$ cat config.mk
export PLATFORM = sky130hd
export DESIGN_NAME = ssd_scan_decoder
export DESIGN_NICKNAME = d
export VERILOG_FILES = /design/src/rtl/ssd_pkg.sv /design/src/rtl/ssd_pattern_decode.sv /design/src/rtl/ssd_scan_decoder.sv
export SDC_FILE = /design/constraint.sdc
export NUM_CORES = 1
export LEC_CHECK = 0
export BUFFER_PORTS_ARGS = -buffer_cell sky130_fd_sc_hd__clkbuf_2
export CAP_MARGIN = 10
export CORE_MARGIN = 2
export CORE_UTILIZATION = 64
export DETAILED_ROUTE_END_ITERATION = 16
export PLACE_DENSITY = 0.87
export SLEW_MARGIN = 20
export SYNTH_ARGS = -nofsm -noshare
export SYNTH_HDL_FRONTEND = slang
export SYNTH_SLANG_ARGS = --single-unit
$ cat constraint.sdc
create_clock -name clk -period 6.55 [get_ports clk]
set_clock_uncertainty 0.2 [all_clocks]
set_input_delay 0.9825 -clock clk [delete_from_list [all_inputs] [get_ports clk]]
set_output_delay 0.9825 -clock clk [all_outputs]
set_load 0.01 [all_outputs]
$ cat src/rtl/ssd_pkg.sv
// Shared constants for the seven-segment scan decoder: segment patterns and scan FSM states.
`default_nettype none

package ssd_pkg;

  // Active-low segment patterns, bit 0 = a ... bit 6 = g
  localparam logic [0:6] SEG_0     = 7'b0000001;
  localparam logic [0:6] SEG_1     = 7'b1001111;
  localparam logic [0:6] SEG_2     = 7'b0010010;
  localparam logic [0:6] SEG_3     = 7'b0000110;
  localparam logic [0:6] SEG_4     = 7'b1001100;
  localparam logic [0:6] SEG_5     = 7'b0100100;
  localparam logic [0:6] SEG_6     = 7'b0100000;
  localparam logic [0:6] SEG_7     = 7'b0001111;
  localparam logic [0:6] SEG_8     = 7'b0000000;
  localparam logic [0:6] SEG_9     = 7'b0000100;
  localparam logic [0:6] SEG_A     = 7'b0001000;
  localparam logic [0:6] SEG_B     = 7'b1100000;
  localparam logic [0:6] SEG_C     = 7'b0110001;
  localparam logic [0:6] SEG_D     = 7'b1000010;
  localparam logic [0:6] SEG_E     = 7'b0110000;
  localparam logic [0:6] SEG_F     = 7'b0111000;
  localparam logic [0:6] SEG_BLANK = 7'b1111111;
  localparam logic [0:6] SEG_DASH  = 7'b1111110;

  localparam logic [0:6] SEG_HEX [16] = '{
    SEG_0, SEG_1, SEG_2, SEG_3, SEG_4, SEG_5, SEG_6, SEG_7,
    SEG_8, SEG_9, SEG_A, SEG_B, SEG_C, SEG_D, SEG_E, SEG_F
  };

  typedef enum logic [1:0] {
    WAIT_SEL = 2'd0,
    SETTLE   = 2'd1,
    HOLD     = 2'd2
  } scan_state_t;

endpackage

`default_nettype wire

$ cat src/rtl/ssd_pattern_decode.sv
// Maps one active-low segment pattern to its hex nibble, blank flag and error flag.
`default_nettype none

module ssd_pattern_decode
  import ssd_pkg::*;
(
  input  logic [0:6] seg_n,
  output logic [3:0] nibble,
  output logic       blank,
  output logic       err
);

  always_comb begin
    nibble = 4'h0;
    blank  = 1'b0;
    err    = 1'b1;
    if (seg_n == SEG_BLANK) begin
      blank = 1'b1;
      err   = 1'b0;
    end else begin
      for (int i = 0; i < 16; i++) begin
        if (seg_n == SEG_HEX[i]) begin
          nibble = 4'(i);
          err    = 1'b0;
        end
      end
    end
  end

endmodule

`default_nettype wire

$ cat src/rtl/ssd_scan_decoder.sv
// Recovers a full frame of hex digits from a multiplexed seven-segment display bus,
// sampling each digit only once its select and segment lines have settled.
`default_nettype none

module ssd_scan_decoder
  import ssd_pkg::*;
#(
  parameter int NUM_DIGITS    = 8,
  parameter int STABLE_CYCLES = 4
) (
  input  logic                    clk,
  input  logic                    rst,
  input  logic [0:6]              seg_n,
  input  logic [NUM_DIGITS-1:0]   an_n,
  output logic [4*NUM_DIGITS-1:0] frame_data,
  output logic [NUM_DIGITS-1:0]   blank_mask,
  output logic                    frame_err,
  output logic                    frame_valid
);

  localparam int IW = (NUM_DIGITS > 1) ? $clog2(NUM_DIGITS) : 1;
  localparam int RW = NUM_DIGITS + 7;

  scan_state_t state_q, state_d;
  logic [7:0]   cnt_q, cnt_d;
  logic [RW-1:0] sel_ref_q, sel_ref_d;
  logic [RW-1:0] cur;
  logic [3:0]   n_low;
  logic [IW-1:0] sel_idx;
  logic         sel_valid;
  logic         load;
  logic         sample;
  logic         frame_done;

  logic [4*NUM_DIGITS-1:0] work_nib;
  logic [NUM_DIGITS-1:0]   work_blank;
  logic [NUM_DIGITS-1:0]   work_err, work_err_d;
  logic [NUM_DIGITS-1:0]   mask_q, mask_d;

  logic [3:0] dec_nibble;
  logic       dec_blank;
  logic       dec_err;

  ssd_pattern_decode u_decode (
    .seg_n  (seg_n),
    .nibble (dec_nibble),
    .blank  (dec_blank),
    .err    (dec_err)
  );

  assign cur = {an_n, seg_n};

  // Count low select lines and remember which one; valid only when exactly one is low.
  always_comb begin
    n_low   = 4'd0;
    sel_idx = '0;
    for (int i = 0; i < NUM_DIGITS; i++) begin
      if (!an_n[i]) begin
        n_low   = n_low + 4'd1;
        sel_idx = IW'(i);
      end
    end
  end

  assign sel_valid  = (n_low == 4'd1);
  assign frame_done = &mask_q;

  always_comb begin
    state_d   = state_q;
    cnt_d     = cnt_q;
    sel_ref_d = sel_ref_q;
    load      = 1'b0;
    sample    = 1'b0;
    case (state_q)
      WAIT_SEL: load = sel_valid;
      SETTLE: begin
        if (!sel_valid) begin
          state_d = WAIT_SEL;
        end else if (cur != sel_ref_q) begin
          load = 1'b1;
        end else begin
          cnt_d = cnt_q + 8'd1;
          if (cnt_q + 8'd1 == 8'(STABLE_CYCLES)) begin
            sample  = 1'b1;
            state_d = HOLD;
          end
        end
      end
      HOLD: begin
        if (cur != sel_ref_q) begin
          if (sel_valid) load = 1'b1;
          else           state_d = WAIT_SEL;
        end
      end
      default: state_d = WAIT_SEL;
    endcase
    // A fresh selection restarts the settle count; a single-cycle requirement samples at once.
    if (load) begin
      sel_ref_d = cur;
      cnt_d     = 8'd1;
      if (STABLE_CYCLES == 1) begin
        sample  = 1'b1;
        state_d = HOLD;
      end else begin
        state_d = SETTLE;
      end
    end
  end

  // Frame hand-off clears the mask first so a same-cycle sample lands in the new frame.
  always_comb begin
    mask_d     = mask_q;
    work_err_d = work_err;
    if (frame_done) begin
      mask_d     = '0;
      work_err_d = '0;
    end
    if (sample) begin
      mask_d[sel_idx]     = 1'b1;
      work_err_d[sel_idx] = dec_err;
    end
  end

  always_ff @(posedge clk or posedge rst) begin
    if (rst) begin
      state_q     <= WAIT_SEL;
      cnt_q       <= 8'd0;
      sel_ref_q   <= '0;
      mask_q      <= '0;
      work_nib    <= '0;
      work_blank  <= '0;
      work_err    <= '0;
      frame_data  <= '0;
      blank_mask  <= '0;
      frame_err   <= 1'b0;
      frame_valid <= 1'b0;
    end else begin
      state_q     <= state_d;
      cnt_q       <= cnt_d;
      sel_ref_q   <= sel_ref_d;
      mask_q      <= mask_d;
      work_err    <= work_err_d;
      frame_valid <= frame_done;
      if (sample) begin
        work_nib[{sel_idx, 2'b00} +: 4] <= dec_nibble;
        work_blank[sel_idx]             <= dec_blank;
      end
      if (frame_done) begin
        frame_data <= work_nib;
        blank_mask <= work_blank;
        frame_err  <= |work_err;
      end
    end
  end

endmodule

`default_nettype wire

==> results of run 1 <==
==> cells in the mapped netlist, drive strengths merged (14+ instances only) <==
cell,count
ha,14
o21ai,18
nor2,20
nor3,15
mux2,47
dfrtp,123
mux2i,16
nor4,16
inv,28
nand2,139
xor2,19
clkbuf,27
==> state kept, by name, indices dropped and copies added (netlist names) <==
name and cells:
blank_mask 8, cnt_q 8, frame_data 32, frame_err 1, frame_valid 1, mask_q 8
sel_ref_q 15, state_q 2, work_blank 8, work_err 8, work_nib 32
==> final timing paths <==
kind | from | to | slack [ns] | cells past startpoint
worst max-delay path | an_n[1] | work_nib[22]$_DFFE_PP0P_ | 0.46 | 26
worst min-delay path | work_nib[27]$_DFFE_PP0P_ | frame_data[27]$_DFFE_PP0P_ | 0.27 | 2
worst max register to register | sel_ref_q[11]$_DFFE_PP0P_ | work_nib[22]$_DFFE_PP0P_ | 3.64 | 8
worst min register to register | work_nib[27]$_DFFE_PP0P_ | frame_data[27]$_DFFE_PP0P_ | 0.27 | 2
max in group asynchronous | rst | sel_ref_q[0]$_DFFE_PP0P_ | 4.50 | 3
min in group asynchronous | rst | frame_data[19]$_DFFE_PP0P_ | 0.36 | 2
==> what timing repair did <==
item                                    in CTS  in global routing
setup buffers                                0                  1
endpoints found under the setup margin       0                 22
resized for setup                            0                  4
==> cell type report <==
cell class,instances,area (um^2),area share [%]
sequential,123,3080,40.8
inverter,29,111,1.48
clock inverter,14,164,2.17
tap,133,166,2.21
multi-input combinational,461,3230,42.8
clock buffer,18,418,5.54
timing repair buffer,68,378,5.01
==> per-layer routing <==
layer  share of wire, %  up-vias  track usage, %
li1                   -     2351               -
met1                 41     2555            38.0
met2                 51      231            50.2
met3                5.8       42            7.36
met4                2.1        0            10.7
met5                  0        -               0
==> worst register-to-register path, cell delays in order, from the launching register on <==
cell,delay (ns)
dfrtp_1,0.39
xor2_1,0.17
nor4_1,0.31
nand4_1,0.26
nor3b_1,0.31
buf_4,0.24
nand3_1,0.10
nor3_2,0.42
mux2_2,0.41
==> cells by family after synthesis <==
kind of cell               Yosys count
DFF                                123
buffers and inverters               68
xor gates and xnor gates            33
adders and majority gates           14
AOI/OAI and AO/OA                   82
muxes                               63
and+or+nand+nor                    269
==> power breakdown <==
part | internal, uW | switching (uW)
Combinational | 213 | 300
Clock | 551 | 377
Sequential | 812 | 40.5
==> metrics by stage <==
| step | util [%] | instances | hold slack, ns |
|---|---|---|---|
| 2_1_floorplan | - | 652 | 0.233 |
| 3_3_place_gp | 70.0 | 813 | 0.251 |
| 3_5_place_dp | 70.0 | 813 | 0.254 |
| 5_1_grt | 76.5 | 846 | 0.297 |
| 4_1_cts | 75.9 | 845 | 0.272 |
| 6_report | 76.5 | 846 | 0.272 |
==> results_tabular.tex, run 1 <==
\begin{tabular}{lr}
\hline
Metric & Value \\
\hline
\multicolumn{2}{l}{\textbf{Outcome}} \\
\quad Result of the run & finished, final reports clean \\
\multicolumn{2}{l}{\textbf{Power}} \\
\quad Max VDD drop & 0.232 mV \\
\quad LEAKAGE & 0.00374 uW \\
\quad Power per standard cell area & 304 mW/mm\^{}2 \\
\quad Final total power & 2290 uW \\
\multicolumn{2}{l}{\textbf{Setup path}} \\
\quad Bufs and invs on worst path & 3 \\
\quad Delay of the slowest critical-path stage & 0.50 ns \\
\quad Kind of launch point of the worst setup path & primary input \\
\quad CP Max Fanout & 12 \\
\quad Type of the setup path with the least slack & in -> reg \\
\quad Cell class contributing the biggest share of worst-path delay & adder cells \\
\quad Critical-path top delay cell & nor3\_2 \\
\quad WP data required & 6.76 ns \\
\quad Most frequent cell on the critical path & ha\_1 \\
\quad CP endpoint kind & flip-flop \\
\quad Critical Path AT & 6.30 ns \\
\multicolumn{2}{l}{\textbf{Floorplan}} \\
\quad Starting utilization of the core area & 66.3\% \\
\quad Overall die width & 105 um \\
\quad Die height & 105 um \\
\quad Die area & 0.0110 mm\^{}2 \\
\quad Core Box Area & 0.00986 mm\^{}2 \\
\quad Count of standard-cell rows & 36 \\
\quad Total I/O pin count & 59 \\
\multicolumn{2}{l}{\textbf{Layout}} \\
\quad Commonest non-fill, non-tap cell in the layout & nand2\_1 \\
\quad Non-Filler Cell Area, Final & 0.00754 mm\^{}2 \\
\quad Share of final-layout standard cells stronger than drive strength 1 & 22.7\% \\
\quad Antenna Cells & 0 \\
\quad Layout overhead on the synthesized area & 15.4\% \\
\quad Fill count & 567 \\
\quad Total Nets Final & 731 \\
\quad Commonest cells after routing, fill and taps aside & nand2\_1 (139), dfrtp\_1 (123), clkbuf\_2 (58) \\
\multicolumn{2}{l}{\textbf{Synthesis}} \\
\quad Synthesized area & 0.00654 mm\^{}2 \\
\quad Cell types with the largest area share after synthesis & dfrtp\_1 (47\%), nand2\_1 (8.0\%), mux2\_2 (6.7\%), ha\_1 (2.7\%), xor2\_1 (2.5\%) \\
\quad Yosys top cell by area & dfrtp\_1 \\
\quad Total nets after synthesis & 683 \\
\quad Mean instance size in the synthesized netlist & 10.0 um\^{}2 \\
\quad YS warnings & 0 \\
\quad Number of distinct library cells after synthesis & 67 \\
\quad Post-synthesis share of cell area spent on xor and xnor gates & 5.32\% \\
\quad Area share of the largest cell type after synthesis & 47.1\% \\
\quad \#FFs+latches synth & 123 \\
\quad Synthesized netlist cell count & 652 \\
\quad Share of the synthesized area in compound gates (AO/OA/AOI/OAI) & 8.98\% \\
\quad Portion of netlist area occupied by mux cells & 10.5\% \\
\quad Combinational family with the most area after synthesis & simple AND/OR/NAND/NOR gates \\
\quad Count of flip-flops with a built-in enable after synthesis & 0 \\
\quad Share of synthesized registers carrying an async set or reset & 100\% \\
\quad Synth Area in Adders & 2.68\% \\
\quad Most used DFF post-synth & dfrtp\_1 \\
\quad Sequential share of the synthesized area & 47.1\% \\
\quad Simple logic cell fraction of the synthesized area & 21.1\% \\
\multicolumn{2}{l}{\textbf{STA}} \\
\quad Final worst path period share & 93.0\% \\
\quad Setup-violating endpoint count in the final report & 0 \\
\quad Accumulated negative setup slack & 0 ns \\
\quad Fmax & 0.164 GHz \\
\quad Post-route minimum period & 6.09 ns \\
\quad Number of hold violations in the final report & 0 \\
\quad Max transition margin & 30.8\% \\
\quad Number of pins with negative max-slew slack in the final report & 0 \\
\quad Tightest Pin Transition & 1.03 ns \\
\quad Setup repair after global routing missed its margin & false \\
\quad Final setup slack of the worst path & 0.459 ns \\
\multicolumn{2}{l}{\textbf{CTS}} \\
\quad Deepest clock path buffer count & 2 \\
\quad Clock tree from TritonCTS & built \\
\quad Clock net sink count & 123 \\
\quad Clock latency reported for the late side of the worst-skew pair & 0.53 ns \\
\quad Number of CTS-inserted buffers & 17 \\
\quad Clock Root Buffer & clkbuf\_8 \\
\quad H-tree Lvls & 4 \\
\quad Reg clk slew, reported paths & 0.07 ns \\
\quad Hold buffers post-CTS & 0 \\
\multicolumn{2}{l}{\textbf{Drt}} \\
\quad Routed length per placed instance & 18.6 um \\
\quad Post-route DRC & 0 \\
\quad Count of routing violations after the opening detailed-route iteration & 421 \\
\quad Overall via count from detail\_route & 5179 \\
\quad Post-DR vias/cell & 6.12 \\
\quad Final wirelength & 15.7 mm \\
\quad Post-route antenna net violation count & 0 \\
\quad Length of the first detailed-routing pass in iterations & 5 \\
\multicolumn{2}{l}{\textbf{GRT}} \\
\quad Global-route usage over all layers & 30.0\% \\
\quad Vias in the first global route & 5341 \\
\quad Largest net degree at the start of global routing & 66 \\
\quad Global-route wire length before repair & 26.3 mm \\
\quad GR Overflow Total & 0 \\
\quad Number of antenna violations at the first check in global routing & 0 \\
\multicolumn{2}{l}{\textbf{Placement}} \\
\quad Placement Cell Area & 0.00690 mm\^{}2 \\
\quad Pre-CTS WS & -0.216 ns \\
\quad Number of buffer cells added on primary ports & 58 \\
\quad Placer congestion estimate & 0.916 \\
\quad HPWL after DPL & 9.94 mm \\
\multicolumn{2}{l}{\textbf{Worst hold path}} \\
\quad Worst hold path type & reg -> reg \\
\multicolumn{2}{l}{\textbf{Run}} \\
\quad Count of max-cap constraint violations & 0 \\
\hline
\end{tabular}
Note: power is estimated with default switching activity, not from simulation.
==> run 2: changes to the inputs <==
--- a/config.mk
+++ b/config.mk
@@ -5,11 +5,13 @@
 export SDC_FILE = /design/constraint.sdc
 export NUM_CORES = 1
 export LEC_CHECK = 0
-export BUFFER_PORTS_ARGS = -buffer_cell sky130_fd_sc_hd__clkbuf_2
+export ABC_AREA = 1
+export BUFFER_PORTS_ARGS = -buffer_cell sky130_fd_sc_hd__buf_2
 export CAP_MARGIN = 10
 export CORE_MARGIN = 2
 export CORE_UTILIZATION = 64
 export DETAILED_ROUTE_END_ITERATION = 16
+export GPL_TIMING_DRIVEN = 0
 export PLACE_DENSITY = 0.87
 export SLEW_MARGIN = 20
 export SYNTH_ARGS = -nofsm -noshare
==> run 2 against run 1 <==
Non-clock buffer count up 13. Global-route usage up 0.16 points. Register-to-register slack better by 0.23 ns. Combinational power down 43%. Final cell count up 27%. Critical path depth up 4. Area after synthesis down 0.17%. Via count up 13%.
==> results_tabular.tex, run 2 <==
\begin{tabular}{lr}
\hline
Metric & Value \\
\hline
\multicolumn{2}{l}{\textbf{Floorplan}} \\
\quad Total I/O pin count & 59 (unchanged) \\
\quad Core Box Area & 0.00982 mm\^{}2 (was 0.00986 mm\^{}2) \\
\quad Starting utilization of the core area & 66.5\% (was 66.3\%) \\
\quad Overall die width & 105 um (about the same) \\
\quad Die area & 0.0110 mm\^{}2 (about the same) \\
\quad Die height & 105 um (about the same) \\
\quad Count of standard-cell rows & 36 (unchanged) \\
\multicolumn{2}{l}{\textbf{Setup path}} \\
\quad CP Max Fanout & 10 (was 12) \\
\quad WP data required & 6.72 ns (was 6.76 ns) \\
\quad Type of the setup path with the least slack & in -> reg (unchanged) \\
\quad Critical Path AT & 5.36 ns (was 6.30 ns) \\
\quad Kind of launch point of the worst setup path & primary input (unchanged) \\
\quad CP endpoint kind & flip-flop (unchanged) \\
\quad Critical-path top delay cell & ha\_1 (was nor3\_2) \\
\quad Delay of the slowest critical-path stage & 0.37 ns (was 0.50 ns) \\
\quad Most frequent cell on the critical path & nand2\_1 (was ha\_1) \\
\multicolumn{2}{l}{\textbf{Layout}} \\
\quad Final Core Density & 77.0\% (was 76.5\%) \\
\quad Storage element area & 0.00308 mm\^{}2 (unchanged) \\
\quad Fill count & 720 (was 567) \\
\quad Commonest non-fill, non-tap cell in the layout & nand2\_1 (unchanged) \\
\quad Total Nets Final & 965 (was 731) \\
\quad Share of final-layout standard cells stronger than drive strength 1 & 14.8\% (was 22.7\%) \\
\quad Registers with the highest flip-flop counts & frame\_data: 32 flops, work\_nib: 32 flops, sel\_ref\_q: 15 flops (unchanged) \\
\quad Commonest cells after routing, fill and taps aside & nand2\_1 (325), dfrtp\_1 (123), inv\_1 (72) (was nand2\_1 (139), dfrtp\_1 (123), clkbuf\_2 (58)) \\
\quad Non-Filler Cell Area, Final & 0.00756 mm\^{}2 (was 0.00754 mm\^{}2) \\
\quad Area used by multi-input combinational logic & 0.00302 mm\^{}2 (was 0.00323 mm\^{}2) \\
\quad Layout overhead on the synthesized area & 15.8\% (was 15.4\%) \\
\quad Antenna Cells & 0 (unchanged) \\
\multicolumn{2}{l}{\textbf{Synthesis}} \\
\quad Synthesized netlist cell count & 860 (was 652) \\
\quad Sequential share of the synthesized area & 47.2\% (was 47.1\%) \\
\quad Leading cell types by count after synthesis & nand2\_1 (325), dfrtp\_1 (123), inv\_1 (73) (was nand2\_1 (139), dfrtp\_1 (123), mux2\_2 (39)) \\
\quad Cell types with the largest area share after synthesis & dfrtp\_1 (47\%), nand2\_1 (19\%), nand3\_1 (4.4\%), inv\_1 (4.2\%), nor2\_1 (3.5\%) (was dfrtp\_1 (47\%), nand2\_1 (8.0\%), mux2\_2 (6.7\%), ha\_1 (2.7\%), xor2\_1 (2.5\%)) \\
\quad Number of distinct library cells after synthesis & 38 (was 67) \\
\quad Mean instance size in the synthesized netlist & 7.59 um\^{}2 (was 10.0 um\^{}2) \\
\quad Synthesized area & 0.00653 mm\^{}2 (was 0.00654 mm\^{}2) \\
\quad YS warnings & 0 (unchanged) \\
\quad Share of synthesized registers carrying an async set or reset & 100\% (unchanged) \\
\quad \#FFs+latches synth & 123 (unchanged) \\
\quad Most frequent cell after synthesis & nand2\_1 (unchanged) \\
\quad Total nets after synthesis & 891 (was 683) \\
\quad Count of flip-flops with a built-in enable after synthesis & 0 (unchanged) \\
\quad Most used DFF post-synth & dfrtp\_1 (unchanged) \\
\quad Area share of the largest cell type after synthesis & 47.2\% (was 47.1\%) \\
\quad Yosys top cell by area & dfrtp\_1 (unchanged) \\
\multicolumn{2}{l}{\textbf{STA}} \\
\quad Setup repair after global routing missed its margin & false (unchanged) \\
\quad Max transition margin & 48.1\% (was 30.8\%) \\
\quad Tightest Pin Transition & 0.772 ns (was 1.03 ns) \\
\quad Number of pins with negative max-slew slack in the final report & 0 (unchanged) \\
\quad Number of hold violations in the final report & 0 (unchanged) \\
\quad WHS & 0.267 ns (was 0.272 ns) \\
\quad Final worst path period share & 79.3\% (was 93.0\%) \\
\quad Setup-violating endpoint count in the final report & 0 (unchanged) \\
\quad Fmax & 0.193 GHz (was 0.164 GHz) \\
\quad Accumulated negative setup slack & 0 ns (unchanged) \\
\quad Post-route minimum period & 5.19 ns (was 6.09 ns) \\
\multicolumn{2}{l}{\textbf{Drt}} \\
\quad Wire length on met1 & 6.53 mm (was 6.38 mm) \\
\quad Routed length on met3 & 852 um (was 912 um) \\
\quad Routed length per placed instance & 14.4 um (was 18.6 um) \\
\quad Post-DR vias/cell & 5.45 (was 6.12) \\
\quad Length of the first detailed-routing pass in iterations & 7 (was 5) \\
\quad Met2 routed WL & 7.64 mm (was 8.09 mm) \\
\quad Top metal layer carrying routed signals & met4 (unchanged) \\
\quad Count of routing violations after the opening detailed-route iteration & 441 (was 421) \\
\quad Post-route antenna net violation count & 0 (unchanged) \\
\quad Final wirelength & 15.5 mm (was 15.7 mm) \\
\quad Post-route DRC & 0 (unchanged) \\
\quad Overall via count from detail\_route & 5876 (was 5179) \\
\multicolumn{2}{l}{\textbf{Worst hold path}} \\
\quad Worst hold path type & reg -> reg (unchanged) \\
\multicolumn{2}{l}{\textbf{CTS}} \\
\quad Clock latency reported for the late side of the worst-skew pair & 0.53 ns (about the same) \\
\quad H-tree Lvls & 4 (unchanged) \\
\quad Clock Root Buffer & clkbuf\_8 (unchanged) \\
\quad Clock tree from TritonCTS & built (unchanged) \\
\quad Number of CTS-inserted buffers & 17 (unchanged) \\
\quad Post-CTS setup-driven buffer insertion count & 0 (unchanged) \\
\quad Resized cells post-CTS & 0 (unchanged) \\
\quad Reg clk slew, reported paths & 0.05 ns (was 0.07 ns) \\
\quad Deepest clock path buffer count & 2 (unchanged) \\
\quad Hold buffers post-CTS & 0 (unchanged) \\
\quad Clock net sink count & 123 (unchanged) \\
\multicolumn{2}{l}{\textbf{Outcome}} \\
\quad Result of the run & finished, final reports clean (unchanged) \\
\multicolumn{2}{l}{\textbf{GRT}} \\
\quad Largest net degree at the start of global routing & 65 (was 66) \\
\quad Number of antenna violations at the first check in global routing & 0 (unchanged) \\
\quad GR Overflow Total & 0 (unchanged) \\
\quad Vias in the first global route & 5792 (was 5341) \\
\quad Global-route wire length before repair & 26.7 mm (was 26.3 mm) \\
\quad Global-route usage over all layers & 30.2\% (was 30.0\%) \\
\multicolumn{2}{l}{\textbf{Run}} \\
\quad Count of max-cap constraint violations & 0 (unchanged) \\
\multicolumn{2}{l}{\textbf{Placement}} \\
\quad Placer congestion estimate & 0.932 (was 0.916) \\
\quad HPWL after DPL & 10.6 mm (was 9.94 mm) \\
\quad Placement Cell Area & 0.00700 mm\^{}2 (was 0.00690 mm\^{}2) \\
\quad Number of buffer cells added on primary ports & 54 (was 58) \\
\multicolumn{2}{l}{\textbf{Power}} \\
\quad Max VDD drop & 0.187 mV (was 0.232 mV) \\
\quad LEAKAGE & 0.00410 uW (was 0.00374 uW) \\
\quad Power per standard cell area & 268 mW/mm\^{}2 (was 304 mW/mm\^{}2) \\
\quad Final total power & 2030 uW (was 2290 uW) \\
\hline
\end{tabular}
## run 2: changes by cell type in the layout (fill, tap and decap cells not counted), sizes merged, moves of 47 or more
cell   previous run  this run
inv              32        80
buf              10        64
mux2             47         0
nor2             20        71
nand3            12        63
nand2           139       342
## run 2: power by group
| part | switching, uW | leakage [uW] | internal [uW] | total [uW] |
|---|---|---|---|---|
| Combinational | 191 | 0.00216 | 102 | 293 |
| Clock | 335 | 0.000258 | 557 | 891 |
| Sequential | 36.2 | 0.00168 | 807 | 843 |
## run 2: cells by family after synthesis
kind of cell	after synthesis	share of synthesized area [%]
xor gates and xnor gates	18	2.42
DFF	123	47.2
AOI/OAI and AO/OA	60	4.81
and+or+nand+nor	539	36.3
buffers and inverters	106	6.63
adders and majority gates	14	2.68
## run 2: cell type report
class	instances	share of cell area [%]
Multi-Input combinational cell	631	39.9
Buffer	26	1.67
Inverter	80	4.12
Sequential cell	123	40.7
Clock inverter	10	1.57
Clock buffer	20	5.89
Timing Repair Buffer	55	3.94
Tap cell	133	2.20
## run 2: per-stage QoR
step | setup WS (ns) | cells
after floorplan | 1.42 | 860
after global placement | 0.857 | 1047
after detailed placement | 0.907 | 1048
after CTS | 1.35 | 1078
after global routing | 1.00 | 1078
final | 1.36 | 1078
## run 2: path summary, 6_finish.rpt
| kind | startpoint | endpoint | slack (ns) | depth (start not counted) |
|---|---|---|---|---|
| setup / recovery | an_n[1] | work_blank[7]$_DFFE_PP0P_ | 1.36 | 30 |
| max in group asynchronous | rst | work_nib[11]$_DFFE_PP0P_ | 5.15 | 3 |
| min in group asynchronous | rst | blank_mask[3]$_DFFE_PP0P_ | 0.32 | 2 |
| hold / removal | frame_err$_DFFE_PP0P_ | frame_err$_DFFE_PP0P_ | 0.27 | 1 |
| hold reg to reg | frame_err$_DFFE_PP0P_ | frame_err$_DFFE_PP0P_ | 0.27 | 1 |
| setup reg to reg | sel_ref_q[7]$_DFFE_PP0P_ | work_err[5]$_DFF_PP0_ | 3.87 | 10 |
## run 2: critical path: cells and delay by family
| family | cells | cell delay, ns |
|---|---|---|
| buf+inv | 6 | 0.52 |
| compound gates | 2 | 0.23 |
| simple gates | 16 | 1.91 |
| fa+ha+maj | 6 | 1.72 |
## run 2: layer usage
layer	track usage, %	vias up
met1	38.5	2710
met3	4.55	44
li1	-	2890
met4	13.5	0
met2	50.9	232
met5	0	-
==> run 3: changes to the inputs <==
--- a/config.mk
+++ b/config.mk
@@ -5,14 +5,14 @@
 export SDC_FILE = /design/constraint.sdc
 export NUM_CORES = 1
 export LEC_CHECK = 0
-export ABC_AREA = 1
+export ABC_AREA = 0
 export BUFFER_PORTS_ARGS = -buffer_cell sky130_fd_sc_hd__buf_2
 export CAP_MARGIN = 10
 export CORE_MARGIN = 2
-export CORE_UTILIZATION = 64
+export CORE_UTILIZATION = 60
 export DETAILED_ROUTE_END_ITERATION = 16
 export GPL_TIMING_DRIVEN = 0
-export PLACE_DENSITY = 0.87
+export PLACE_DENSITY = 0.82
 export SLEW_MARGIN = 20
 export SYNTH_ARGS = -nofsm -noshare
 export SYNTH_HDL_FRONTEND = slang
==> constraint.sdc (replaced) <==
create_clock -name clk -period 5.25 [get_ports clk]
set_clock_uncertainty 0.2 [all_clocks]
set_input_delay 0.7875 -clock clk [delete_from_list [all_inputs] [get_ports clk]]
set_output_delay 0.7875 -clock clk [all_outputs]
set_load 0.01 [all_outputs]
==> run 3 against run 2 <==
Final cell count shrank 14%. Critical endpoint is now work_nib[17]$_DFFE_PP0P_. Non-clock buffer count grew 58. Core utilization grew 3.0 points. Sequential share of layout area shrank 4.9 points. The run now ends with negative setup slack left. Clock power grew 62%.
==> results_tabular.tex, run 3 (synthesized netlist as in run 1, its figures left out) <==
\begin{tabular}{lr}
\hline
Metric & Value \\
\hline
\multicolumn{2}{l}{\textbf{Outcome}} \\
\quad Result of the run & finished, violations left (was finished, final reports clean) \\
\quad Violations in the final reports & negative setup slack \\
\multicolumn{2}{l}{\textbf{GRT}} \\
\quad Vias in the first global route & 5643 (was 5792) \\
\quad Global-route wire length before repair & 27.8 mm (was 26.7 mm) \\
\quad GR Overflow Total & 0 (unchanged) \\
\quad Number of antenna violations at the first check in global routing & 0 (unchanged) \\
\quad Largest net degree at the start of global routing & 85 (was 65) \\
\quad Global-route usage over all layers & 30.5\% (was 30.2\%) \\
\multicolumn{2}{l}{\textbf{Setup path}} \\
\quad Type of the setup path with the least slack & in -> reg (unchanged) \\
\quad Worst r2r src & sel\_ref\_q[0]\$\_DFFE\_PP0P\_ (was sel\_ref\_q[7]\$\_DFFE\_PP0P\_) \\
\quad Slack of the worst reg-to-reg path & 1.46 ns (was 3.87 ns) \\
\quad Kind of launch point of the worst setup path & primary input (unchanged) \\
\quad CP Max Fanout & 5 (was 10) \\
\quad CP endpoint kind & flip-flop (unchanged) \\
\quad Critical Path AT & 5.57 ns (was 5.36 ns) \\
\quad WP data required & 5.45 ns (was 6.72 ns) \\
\quad Depth of the worst register-to-register path & 8 (was 10) \\
\quad R2R Path End & work\_nib[12]\$\_DFFE\_PP0P\_ (was work\_err[5]\$\_DFF\_PP0\_) \\
\multicolumn{2}{l}{\textbf{Floorplan}} \\
\quad Die area & 0.0117 mm\^{}2 (was 0.0110 mm\^{}2) \\
\quad Starting utilization of the core area & 60.8\% (was 66.5\%) \\
\quad Total I/O pin count & 59 (unchanged) \\
\quad Overall die width & 108 um (was 105 um) \\
\quad Core Box Area & 0.0107 mm\^{}2 (was 0.00982 mm\^{}2) \\
\quad Count of standard-cell rows & 38 (was 36) \\
\quad Die height & 108 um (was 105 um) \\
\multicolumn{2}{l}{\textbf{STA}} \\
\quad Fmax & 0.186 GHz \\
\quad Post-route minimum period & 5.37 ns \\
\quad Setup-violating endpoint count in the final report & 39 (was 0) \\
\quad Number of hold violations in the final report & 0 (unchanged) \\
\quad Number of pins with negative max-slew slack in the final report & 0 (unchanged) \\
\quad Tightest Pin Transition & 1.27 ns (was 0.772 ns) \\
\quad Setup repair after global routing missed its margin & true (was false) \\
\quad Accumulated negative setup slack & -2.20 ns (was 0 ns) \\
\quad Max transition margin & 14.2\% (was 48.1\%) \\
\quad Final worst path period share & 102\% \\
\quad Final setup slack of the worst path & -0.117 ns (was 1.36 ns) \\
\multicolumn{2}{l}{\textbf{CTS}} \\
\quad Clock Root Buffer & clkbuf\_8 (unchanged) \\
\quad Clock tree from TritonCTS & built (unchanged) \\
\quad Deepest clock path buffer count & 2 (unchanged) \\
\quad Clock latency reported for the late side of the worst-skew pair & 0.52 ns (was 0.53 ns) \\
\quad Number of CTS-inserted buffers & 17 (unchanged) \\
\quad H-tree Lvls & 4 (unchanged) \\
\quad Reg clk slew, reported paths & 0.06 ns (was 0.05 ns) \\
\quad Hold buffers post-CTS & 0 (unchanged) \\
\quad Clock net sink count & 123 (unchanged) \\
\multicolumn{2}{l}{\textbf{Placement}} \\
\quad Pre-CTS WS & -1.13 ns (was 0.907 ns) \\
\quad Number of buffer cells added on primary ports & 55 (was 54) \\
\quad Number of placed instances with taps included & 848 (was 1048) \\
\quad Placer congestion estimate & 0.923 (was 0.932) \\
\quad HPWL after DPL & 10.4 mm (was 10.6 mm) \\
\multicolumn{2}{l}{\textbf{Drt}} \\
\quad Overall via count from detail\_route & 5861 (was 5876) \\
\quad Length of the first detailed-routing pass in iterations & 6 (was 7) \\
\quad Post-route DRC & 0 (unchanged) \\
\quad Routed length per placed instance & 21.0 um (was 14.4 um) \\
\quad Post-route antenna net violation count & 0 (unchanged) \\
\quad Count of routing violations after the opening detailed-route iteration & 545 (was 441) \\
\quad Final wirelength & 19.4 mm (was 15.5 mm) \\
\quad Post-DR vias/cell & 6.34 (was 5.45) \\
\multicolumn{2}{l}{\textbf{Layout}} \\
\quad Number of standard cells in the layout, taps in and fillers out & 924 (was 1078) \\
\quad Total Nets Final & 802 (was 965) \\
\quad Commonest cells after routing, fill and taps aside & nand2\_1 (137), dfrtp\_1 (123), buf\_2 (56) (was nand2\_1 (325), dfrtp\_1 (123), inv\_1 (72)) \\
\quad Share of final-layout standard cells stronger than drive strength 1 & 30.5\% (was 14.8\%) \\
\quad Registers with the highest flip-flop counts & frame\_data: 32 flops, work\_nib: 32 flops, sel\_ref\_q: 15 flops (unchanged) \\
\quad Final Core Density & 80.0\% (was 77.0\%) \\
\quad Layout overhead on the synthesized area & 31.5\% (was 15.8\%) \\
\quad Fill count & 583 (was 720) \\
\quad Antenna Cells & 0 (unchanged) \\
\quad Commonest non-fill, non-tap cell in the layout & nand2\_1 (unchanged) \\
\multicolumn{2}{l}{\textbf{Power}} \\
\quad Power per standard cell area & 410 mW/mm\^{}2 (was 268 mW/mm\^{}2) \\
\quad LEAKAGE & 0.00427 uW (was 0.00410 uW) \\
\quad Final total power & 3520 uW (was 2030 uW) \\
\quad Max VDD drop & 0.271 mV (was 0.187 mV) \\
\multicolumn{2}{l}{\textbf{Worst hold path}} \\
\quad Worst hold path type & in -> async (was reg -> reg) \\
\multicolumn{2}{l}{\textbf{Run}} \\
\quad Count of max-cap constraint violations & 0 (unchanged) \\
\hline
\end{tabular}
-- run 3: cell types whose count changed in the layout (fill, tap and decap cells not counted), moves of 21 or more --
cell     delta
inv_1      -48
nor2_1     -42
mux2_4     +35
buf_4      +38
nor3_1     -21
o21ai_1    -23
nand3_1    -45
nand2_1   -188
-- run 3: how the worst max path moves through the flow --
stage | startpoint | to | depth (start not counted)
6_report | an_n[1] | work_nib[17]$_DFFE_PP0P_ | 27
5_1_grt | an_n[0] | work_nib[17]$_DFFE_PP0P_ | 26
4_1_cts | an_n[0] | work_nib[24]$_DFFE_PP0P_ | 26
3_5_place_dp | an_n[1] | work_blank[5]$_DFFE_PP0P_ | 27
3_3_place_gp | an_n[1] | sel_ref_q[6]$_DFFE_PP0P_ | 27
2_1_floorplan | an_n[1] | sel_ref_q[0]$_DFFE_PP0P_ | 26
-- run 3: cell type report --
class | instances | area [um^2] | area share [%]
Buffer | 38 | 186 | 2.17
Clock buffer | 19 | 432 | 5.02
Clock inverter | 13 | 283 | 3.29
Inverter | 29 | 129 | 1.50
Multi-Input combinational cell | 461 | 3620 | 42.1
Sequential cell | 123 | 3080 | 35.8
Tap cell | 140 | 175 | 2.04
Timing Repair Buffer | 101 | 692 | 8.05
-- run 3: repair_timing --
item                       CTS  global route
setup buffers               21            22
pin swaps                   14            24
gates cloned                 1             1
gates resized for setup     21            49
setup endpoints to repair   78            78
-- run 3: per-stage QoR --
step,hold WS (ns),instance area [um^2]
after floorplan,0.233,6730
after global placement,0.254,7180
after detailed placement,0.253,7220
after CTS,0.0682,8210
after global routing,0.0849,8600
final,0.0668,8600
-- run 3: metal layers --
metal	GRT usage, %	part of all wire (%)	vias to the layer above
li1	-	-	2500
met1	38.1	36	2857
met2	51.0	51	392
met3	6.09	7.7	112
met4	14.8	5.3	0
met5	0	0	-
-- run 3: critical path: stages --
cell and delay [ns]:
buf_12 0.10, inv_12 0.03, ha_4 0.15, nand2b_4 0.15, and2_4 0.16, ha_4 0.21, nor2b_4 0.13, a31oi_4 0.18
inv_2 0.09, ha_4 0.27, nand2_4 0.07, o21ai_2 0.07, ha_1 0.35, nor2b_4 0.15, a31oi_4 0.17, nand2_2 0.09
ha_4 0.25, nor2_4 0.11, a31oi_1 0.06, ha_1 0.37, nor3b_2 0.23, nand2_1 0.09, o21ai_2 0.22, o32ai_4 0.15
buf_6 0.20, or3_4 0.38, mux2_4 0.33
-- run 3: power by group --
part / internal (uW) / switching, uW
logic: 482 / 531
clock network: 982 / 458
registers: 1010 / 55.1
